### src/rtl/uart_tx_module.sv
// uart_tx_module: 8N1 UART transmitter, one byte per request, LSB first.
//
// Ports:
//   clk        system clock, rising edge
//   rst_n      asynchronous active-low reset
//   tx_en_sig  request level, held by the requester until tx_done
//   tx_data    byte to send, latched when a frame starts
//   tx_done    one-cycle pulse after the stop bit completes
//   tx_pin     registered serial line, idle high
//
// Parameter BPS is the number of clk cycles per bit (434 = 50 MHz / 115200).
module uart_tx_module #(
   parameter int unsigned BPS = 434
) (
   input  logic       clk,
   input  logic       rst_n,
   input  logic       tx_en_sig,
   input  logic [7:0] tx_data,
   output logic       tx_done,
   output logic       tx_pin
);

   typedef enum logic [1:0] {IDLE, SEND, DONE} state_t;

   localparam logic [12:0] BAUD_LAST = 13'(BPS - 1);

   state_t      state, state_n;
   logic [3:0]  bit_idx, bit_idx_n;
   logic [12:0] baud_cnt, baud_cnt_n;
   logic [7:0]  shreg, shreg_n;
   logic        pin_n, done_n;

   always_ff @(posedge clk or negedge rst_n) begin
      if (!rst_n) begin
         state    <= IDLE;
         bit_idx  <= 4'd0;
         baud_cnt <= 13'd0;
         shreg    <= 8'd0;
         tx_pin   <= 1'b1;
         tx_done  <= 1'b0;
      end else begin
         state    <= state_n;
         bit_idx  <= bit_idx_n;
         baud_cnt <= baud_cnt_n;
         shreg    <= shreg_n;
         tx_pin   <= pin_n;
         tx_done  <= done_n;
      end
   end

   // tx_pin is registered, so the line value is computed for the bit that
   // becomes current on the next edge. The shift register holds the data bits
   // not yet put on the line; its LSB is the next data bit.
   always_comb begin
      state_n    = state;
      bit_idx_n  = bit_idx;
      baud_cnt_n = baud_cnt;
      shreg_n    = shreg;
      pin_n      = tx_pin;
      done_n     = 1'b0;
      case (state)
         IDLE: begin
            pin_n = 1'b1;
            if (tx_en_sig) begin
               state_n    = SEND;
               bit_idx_n  = 4'd0;
               baud_cnt_n = 13'd0;
               shreg_n    = tx_data;
               pin_n      = 1'b0;              // start bit
            end
         end
         SEND: begin
            if (baud_cnt == BAUD_LAST) begin
               baud_cnt_n = 13'd0;
               if (bit_idx == 4'd9) begin
                  // end of stop bit: pulse done, line stays high
                  state_n   = DONE;
                  bit_idx_n = 4'd0;
                  pin_n     = 1'b1;
                  done_n    = 1'b1;
               end else begin
                  bit_idx_n = bit_idx + 4'd1;
                  if (bit_idx < 4'd8) begin
                     pin_n   = shreg[0];
                     shreg_n = {1'b0, shreg[7:1]};
                  end else begin
                     pin_n   = 1'b1;           // stop bit
                  end
               end
            end else begin
               baud_cnt_n = baud_cnt + 13'd1;
            end
         end
         DONE: begin
            // request level is ignored here; always one idle pass first
            state_n = IDLE;
            pin_n   = 1'b1;
         end
         default: begin
            state_n = IDLE;
            pin_n   = 1'b1;
         end
      endcase
   end

endmodule

### config.mk
export PLATFORM = sky130hd
export DESIGN_NAME = uart_tx_module
export DESIGN_NICKNAME = d
export VERILOG_FILES = /design/src/rtl/uart_tx_module.sv
export SDC_FILE = /design/constraint.sdc
export NUM_CORES = 1
export LEC_CHECK = 0
export CAP_MARGIN = 20
export CORE_MARGIN = 2
export CORE_UTILIZATION = 35
export DETAILED_ROUTE_END_ITERATION = 6
export PLACE_DENSITY = 0.63
export SKIP_CTS_REPAIR_TIMING = 1
export SKIP_LAST_GASP = 1
export SLEW_MARGIN = 20
export SYNTH_ARGS = -nofsm -noshare
export SYNTH_HDL_FRONTEND = slang
export SYNTH_SLANG_ARGS = --single-unit
### constraint.sdc
create_clock -name clk -period 4.5 [get_ports clk]
set_input_delay 0.45 -clock clk [delete_from_list [all_inputs] [get_ports clk]]
set_output_delay 0.45 -clock clk [all_outputs]
set_load 0.01 [all_outputs]
Yosys cells after proc, flatten, opt, wreduce, memory -nomap -nowiden

Index checks and enable logic that the tools add are counted.

Flip-flop bits (word level): 29
Latch bits: 0
Memory bits (writable): 0
Memory bits (read-only): 0
Bits of input ports: 11
Output and inout bits: 2
Logic and storage cells: 47
Memories: 0

$add $sub $neg: 2
Multipliers: 0
Div/mod/pow operators: 0
Order comparisons: 1
Equal/unequal tests: 8
Shift operators: 0
Mux-type cells: 24
Bitwise logic cells: 0
Reductions and logical operators: 6

Operators with widths:

| cell                                                  | number |
|---|---|
| two-way mux 8 bit                                     | 4 |
| two-way mux 13 bit                                    | 2 |
| one-hot mux 13 bit (2 select lines)                   | 1 |
| one-hot mux 8 bit (2 select lines)                    | 1 |
| adder 13 x 1 -> 13 bit (second input constant)        | 1 |
| equality test 13 x 9 -> 1 bit (second input constant) | 1 |
| two-way mux 4 bit                                     | 3 |
| inequality test 2 bit (second input constant)         | 5 |
| one-hot mux 4 bit (2 select lines)                    | 1 |
| two-way mux 1 bit                                     | 7 |
| two-way mux 2 bit                                     | 3 |
| AND reduction 3 bit                                   | 2 |
| AND reduction 5 bit                                   | 1 |
| adder 4 x 1 -> 4 bit (second input constant)          | 1 |
| equality test 4 bit (second input constant)           | 1 |
| < comparator 4 bit (second input constant)            | 1 |
| one-hot mux 2 bit (2 select lines)                    | 1 |
| equality test 2 x 1 -> 1 bit (second input constant)  | 1 |
| zero test 2 bit                                       | 1 |
| one-hot mux 1 bit (2 select lines)                    | 1 |
| AND reduction 2 bit                                   | 1 |
| nonzero test 2 bit                                    | 1 |

Logic depth before layout (Yosys ltp)

Gate-level depths: netlist of the first run.

Depth after elaboration: 5
Depth in mapped cells: 6
Depth with buffers taken out: 6

Worst setup path after synthesis of the first run

Ideal clock, no wire load.

Kind: register -> register
Start: register baud_cnt[1]
End: register baud_cnt[11]
Library setup time: 130 ps
Arrival time: 1733 ps
Slack: 2637 ps
Cell stages (with the launch flop): 7
Buffers on the path: 0
Clock period less this slack: 1863 ps
Path through: dfrtp_1 > inv_1 > ha_1 > or4b_4 > o31a_4 > a41oi_1 > a31oi_1

Cells in the longest elaborated chain, start to end: 3

RTL lines:

| item                                                                    | RTL line | RTL |
|---|---|---|
| start, declared                                                         | 29       | `logic [12:0] baud_cnt, baud_cnt_n;` |
| start signal, assigned                                                  | 44       | `baud_cnt <= baud_cnt_n;` |
| adder 13 x 1 -> 13 bit or equality test 13 x 9 -> 1 bit (tied branches) | 91, 73   |  |
| two-way mux 13 bit (*)                                                  | 73       | `if (baud_cnt == BAUD_LAST) begin` |
| one-hot mux 13 bit (2 select lines) (*)                                 | 61       | `case (state)` |

Every way passes the cells marked *; elsewhere a longest branch is shown, timed or not.
A chain may end at the register's enable or synchronous reset.

Worst setup path after layout of the first run

Start: input tx_en_sig
End: register shreg[6]

Cells in the longest elaborated chain, start to end: 2

RTL lines:

| item                                   | RTL line | RTL |
|---|---|---|
| start, declared                        | 17       | `input logic tx_en_sig,` |
| inequality test 2 bit (no source line) | n/a      |  |
| AND reduction 5 bit (no source line)   | n/a      |  |
| end signal, assigned                   | 45       | `shreg <= shreg_n;` |
| end, declared                          | 30       | `logic [7:0] shreg, shreg_n;` |

No other way between the ends.

==> impl_metrics.toml, run 1 <==
[outcome]
outcome = "finished clean"

[logic_synthesis]
synth_warnings = 0
synth_top_cells_by_area = "dfrtp_1 (44%), nand2_1 (7.5%), mux2_2 (4.9%), ha_1 (3.1%), nor2_1 (2.8%)"
synth_top_area_share = 0.4389
synth_area_mm2 = 0.001597
synth_ff_type = "dfrtp_1"
syn-num-nets = 178
synthDistinctLibCells = 47
ys_seq_area_frac = 0.4553
ys_ff_latch = 29
synthArstFlopShare = 1.000
syn_area_per_cell_um2 = 9.795
synth_cells = 163
yosysTopAreaCell = "dfrtp_1"
synth-edff-count = 0

[placed_design]
placed_area_mm2 = 0.001757
gp_congestion = 0.8181
dpl.cell_count = 222
port_buffers = 12
dp_hpwl_mm = 2.263

[global_route]
grt_use_total = 0.1454
grt_overflow = 0
grt_start_max_net_pins = 30
grt_pass1_wl_mm = 5.678
first_global_vias = 1170
antenna_found_initial = 0

[pwr]
total_power_w = 0.0005666
combPwrFrac = 0.094
peakVddDrop_v = 0.0001824
p_int_w = 0.0004140
switching_share = 0.2694
leakagePower_nw = 0.8491
seqPwrFrac = 0.546
p_switching_w = 0.0001526
pwr_density_cell_mw_per_mm2 = 308.1
clkPwrFrac = 0.360

[routing]
dr.first_iter.drc_count = 78
drt_pass1_iterations = 4
wl_per_cell_um = 14.20
routed_wl_mm = 3.266
vias = 1216
postRouteAntennaNets = 0
drcViolationCount = 0
via_per_inst = 5.287

[setup_path]
critPathTopFamily = "compound AO/OA/AOI/OAI gates"
cp_num_buf_inv = 1
worstPathMaxFanout = 12
criticalPathCategory = "input pin to flop"
cp.arrival_ps = 2540
cp_cell_sequence = "clkdlybuf4s50_1 -> o21bai_1 -> nor2_1 -> a22oi_4 -> mux2_2"
cp-start-kind = "input pin"
worstPathRequired_ps = 4670
cpMaxStageDelayCell = "o21bai_1"
endpoint_kind = "flop"
max_stage_delay_ps = 740

[clocking]
clock_sinks = 29
cts-root-buf = "clkbuf_8"
clk_latency_ps = 290
h-tree-depth = 2
clkTransAtPathRegs_ps = 60
cts_tree = "done"
clock_path_buffers = 2
cts_buffers = 5

[sta]
rsz0062_at_grt = "false"
fmax_ghz = 0.4213
fin_crit_ps = 2374
relSlewSlack = 0.3543
finalMaxSlewViolations = 0
fin_skew_ps = 4.394
hold_viol = 0
setup_tns_ps = 0
worstMarginPinSlew_ps = 966.6
setup_violations = 0
min_period_over_period = 0.5275

[die]
die_w_um = 71.54
core_area_mm2 = 0.004384
rows = 24
die_h_um = 71.54
ios = 13
die_area_mm2 = 0.005118
start_util = 0.3642

[cells_and_area]
regArea_um2 = 726.9
drive_above_1_share = 0.1517
multi_input_area_um2 = 818.3
design_area_mm2 = 0.001839
nets = 192
final_common_cell = "nand2_1"
instances_no_fill = 230
most-common-layout-cells = "nand2_1 (32), dfrtp_1 (28), nor2_1 (12), clkdlybuf4s50_1 (12)"
diodes = 0
nFillCells = 441
area_growth_pct = 15.20

[run]
max_cap_violations = 0

[worst_hold_path]
hp-class = "flop to flop"
[layout make-up]
type	instances	area share
Multi-Input combinational cell	123	0.4449
Clock buffer	6	0.03946
Tap cell	52	0.03537
Sequential cell	29	0.3952
Timing Repair Buffer	13	0.06939
Clock inverter	2	0.005442
Inverter	5	0.01020
[state kept, by name, summed over array words and instances (netlist names)]
register and count:
tx_pin 1, baud_cnt 13, bit_idx 4, shreg 8, state 2, tx_done 1
[metal layers]
| metal | track usage | vias to the layer above | wire length (um) |
|---|---|---|---|
| li1 | - | 605 | - |
| met4 | 0.06918 | 0 | 72 |
| met5 | 0 | - | 0 |
| met2 | 0.2099 | 25 | 1424 |
| met3 | 0.03797 | 8 | 153 |
| met1 | 0.2032 | 578 | 1615 |
[cell families after synthesis]
kind of cell	Yosys count	synth area share
AOI/OAI and AO/OA	29	0.1466
DFF	29	0.4553
buffers and inverters	11	0.03213
and+or+nand+nor	77	0.2524
adders and majority gates	4	0.03135
muxes	7	0.04938
xor gates and xnor gates	6	0.03292
[power groups by stage]
| stage | Combinational, W | Sequential (W) | Clock [W] |
|---|---|---|---|
| 2_1_floorplan | 0.0000384 | 0.000303 | 0 |
| 3_3_place_gp | 0.0000527 | 0.000313 | 0 |
| 3_5_place_dp | 0.0000538 | 0.000313 | 0 |
| 4_1_cts | 0.0000543 | 0.000308 | 0.000212 |
| 5_1_grt | 0.0000612 | 0.000312 | 0.000222 |
| 6_report | 0.0000535 | 0.000309 | 0.000204 |
[Yosys cell counts, drive strengths merged, types with 3 or more instances]
cell    number
nand2       32
ha           4
mux2         7
clkbuf       4
nor2        13
nand3        5
nand2b       3
o21ai       10
inv          5
nor3         8
xnor2        4
nand4        3
dfrtp       28
a21oi        3
[worst paths after layout]
kind | start | end | slack, ps | cells after the start
worst max-delay path | tx_en_sig | shreg[6]$_DFFE_PN0P_ | 2130 | 5
worst min-delay path | shreg[7]$_DFFE_PN0P_ | shreg[7]$_DFFE_PN0P_ | 490 | 1
worst max register to register | state[0]$_DFFE_PN0P_ | shreg[6]$_DFFE_PN0P_ | 2300 | 4
worst min register to register | shreg[7]$_DFFE_PN0P_ | shreg[7]$_DFFE_PN0P_ | 490 | 1
max in group asynchronous | rst_n | tx_pin$_DFFE_PN1P_ | 3640 | 2
min in group asynchronous | rst_n | state[1]$_DFFE_PN0P_ | 550 | 2
[worst register-to-register path: cells and delay by family, from the launching register on]
| family | cells | cell delay (ps) |
|---|---|---|
| mux | 1 | 390 |
| simple gates | 1 | 160 |
| compound gates | 2 | 1110 |
| flops | 1 | 420 |
[stage by stage]
| step | setup slack, ps | utilization | hold WS [ps] |
|---|---|---|---|
| 2_1_floorplan | 2637 | - | 154.4 |
| 3_5_place_dp | 1797 | 0.4007 | 481.2 |
| 6_report | 2126 | 0.4195 | 494.2 |
| 3_3_place_gp | 1884 | 0.4007 | 478.9 |
| 5_1_grt | 1940 | 0.4195 | 521.5 |
| 4_1_cts | 2109 | 0.4195 | 494.9 |
(Power assumes the default switching activity.)
==> run 2: changes to the inputs <==
==> constraint.sdc (replaced) <==
create_clock -name clk -period 2.5 [get_ports clk]
set_input_delay 0.25 -clock clk [delete_from_list [all_inputs] [get_ports clk]]
set_output_delay 0.25 -clock clk [all_outputs]
set_load 0.01 [all_outputs]
==> run 2 against run 1 <==
Compared with the run above:
- global-route usage up 0.44 points
- sequential share of layout area shrank 0.40 points
- via count shrank 0.82%
- highest routed layer unchanged
- power is 80% higher
- final cell count grew 0.87%
- first-iteration DRC count increased by 31%
- routed wire length increased by 0.52%
- design area is 1.0% higher
- non-clock buffer count is 2 higher
- clock skew is 1.7 ps higher
- sequential power rose by 79%
==> impl_metrics.toml, run 2 (synthesis results as in run 1) <==
[pwr]
pwr_density_cell_mw_per_mm2 = 549.8
peakVddDrop_v = 0.0003780
leakagePower_nw = 0.8576

[die]
die_w_um = 71.54
die_area_mm2 = 0.005118
start_util = 0.3642
ios = 13
rows = 24
core_area_mm2 = 0.004384
die_h_um = 71.54

[placed_design]
port_buffers = 12
dp_hpwl_mm = 2.268
gp_congestion = 0.7560

[sta]
relSlewSlack = 0.6251
setup_tns_ps = 0
fin_crit_ps = 2045
worstMarginPinSlew_ps = 562.3
fmax_ghz = 0.4891
finalMaxSlewViolations = 0
setup_violations = 0
hold_viol = 0
holdWs_ps = 358.0
fin_skew_ps = 6.067
rsz0062_at_grt = "false"
min_period_over_period = 0.8178

[cells_and_area]
drive_above_1_share = 0.1667
area_growth_pct = 16.38
diodes = 0
largest_reg_flops = 13
most-common-layout-cells = "nand2_1 (32), dfrtp_1 (28), nor2_1 (12), clkdlybuf4s50_1 (12)"
largest_registers = "baud_cnt x13, shreg x8, bit_idx x4"
top_register = "baud_cnt"
nets = 194
final_common_cell = "nand2_1"

[global_route]
grt_overflow = 0
grt_pass1_wl_mm = 5.899
grt_start_max_net_pins = 30
first_global_vias = 1212
grt_use_total = 0.1498
antenna_found_initial = 0

[setup_path]
cp_cell_sequence = "inv_1 -> ha_1 -> or4b_4 -> o31ai_4 -> nand3_2 -> o21ai_1"
worst-r2r-setup-slack_ps = 460
r2r_end = "bit_idx[0]$_DFFE_PN0P_"
critPathTopFamily = "compound AO/OA/AOI/OAI gates"
cp-start-kind = "flop"
cp_num_buf_inv = 1
worstPathRequired_ps = 2690
cpMaxStageDelayCell = "or4b_4"
max_stage_delay_ps = 510
cp.arrival_ps = 2240
r2r_cells = 6
r2r-start = "baud_cnt[1]$_DFFE_PN0P_"
worstPathMaxFanout = 10
endpoint_kind = "flop"
criticalPathCategory = "flop to flop"

[routing]
wl_per_cell_um = 14.15
drcViolationCount = 0
via_per_inst = 5.198
met3WireLength_um = 126
postRouteAntennaNets = 0
wl_met1_mm = 1.628
drt_pass1_iterations = 4
vias = 1206
wl_met2_mm = 1.512
routed_wl_mm = 3.283
top_layer_used = "met4"
dr.first_iter.drc_count = 102

[run]
max_cap_violations = 0

[clocking]
cts_tree = "done"
clock_sinks = 29
cts-root-buf = "clkbuf_8"
clk_latency_ps = 280
clkTransAtPathRegs_ps = 70
cts_buffers = 5
h-tree-depth = 2
clock_path_buffers = 2

[worst_hold_path]
hp-class = "input pin to async pin"

[outcome]
outcome = "finished clean"
run 2: changes by cell type in the layout (fill, tap and decap cells not counted), sizes merged:
cell / before / now
buf: 1 / 3
clkbuf: 6 / 5
clkinvlp: 0 / 1
run 2: how the worst max path moves through the flow:
stage | slack (ps) | cells past startpoint | end | startpoint
2_1_floorplan | 640 | 6 | baud_cnt[11]$_DFFE_PN0P_ | baud_cnt[1]$_DFFE_PN0P_
3_3_place_gp | 540 | 6 | baud_cnt[11]$_DFFE_PN0P_ | baud_cnt[1]$_DFFE_PN0P_
3_5_place_dp | 470 | 6 | bit_idx[0]$_DFFE_PN0P_ | baud_cnt[1]$_DFFE_PN0P_
4_1_cts | 430 | 6 | bit_idx[0]$_DFFE_PN0P_ | baud_cnt[1]$_DFFE_PN0P_
5_1_grt | 330 | 6 | baud_cnt[11]$_DFFE_PN0P_ | baud_cnt[1]$_DFFE_PN0P_
6_report | 460 | 6 | bit_idx[0]$_DFFE_PN0P_ | baud_cnt[1]$_DFFE_PN0P_
run 2: cell type report:
class / count / area (um2)
tap: 52 / 65.06
inverter: 5 / 18.77
multi-input combinational: 123 / 818.3
clock buffer: 5 / 68.82
clock inverter: 3 / 17.52
timing repair buffer: 15 / 142.6
sequential: 29 / 726.9
fill: 437 / 2526
run 2: layer usage:
metal / vias up / track usage
li1: 613 / -
met5: - / 0
met4: 0 / 0.05660
met3: 2 / 0.03516
met1: 575 / 0.2013
met2: 16 / 0.2356
run 2: where the power goes:
part	switching [W]	leakage [nW]	internal, W
Sequential	0.0000511	0.350	0.000503
Combinational	0.0000457	0.464	0.0000500
Clock	0.000180	0.0439	0.000191
Total	0.000277	0.858	0.000744
run 2: through the flow:
step	util	power, W	cell area (um2)	std cells	worst slack (ps)
detailed placement	0.4041	0.0006600	1772	224	474.6
finish	0.4238	0.001022	1858	232	455.4
floorplan	-	0.0006148	1597	163	637.5
global placement	0.4041	0.0006574	1772	224	536.7
CTS	0.4238	0.001037	1858	232	430.3
global route	0.4238	0.001082	1858	232	325.6
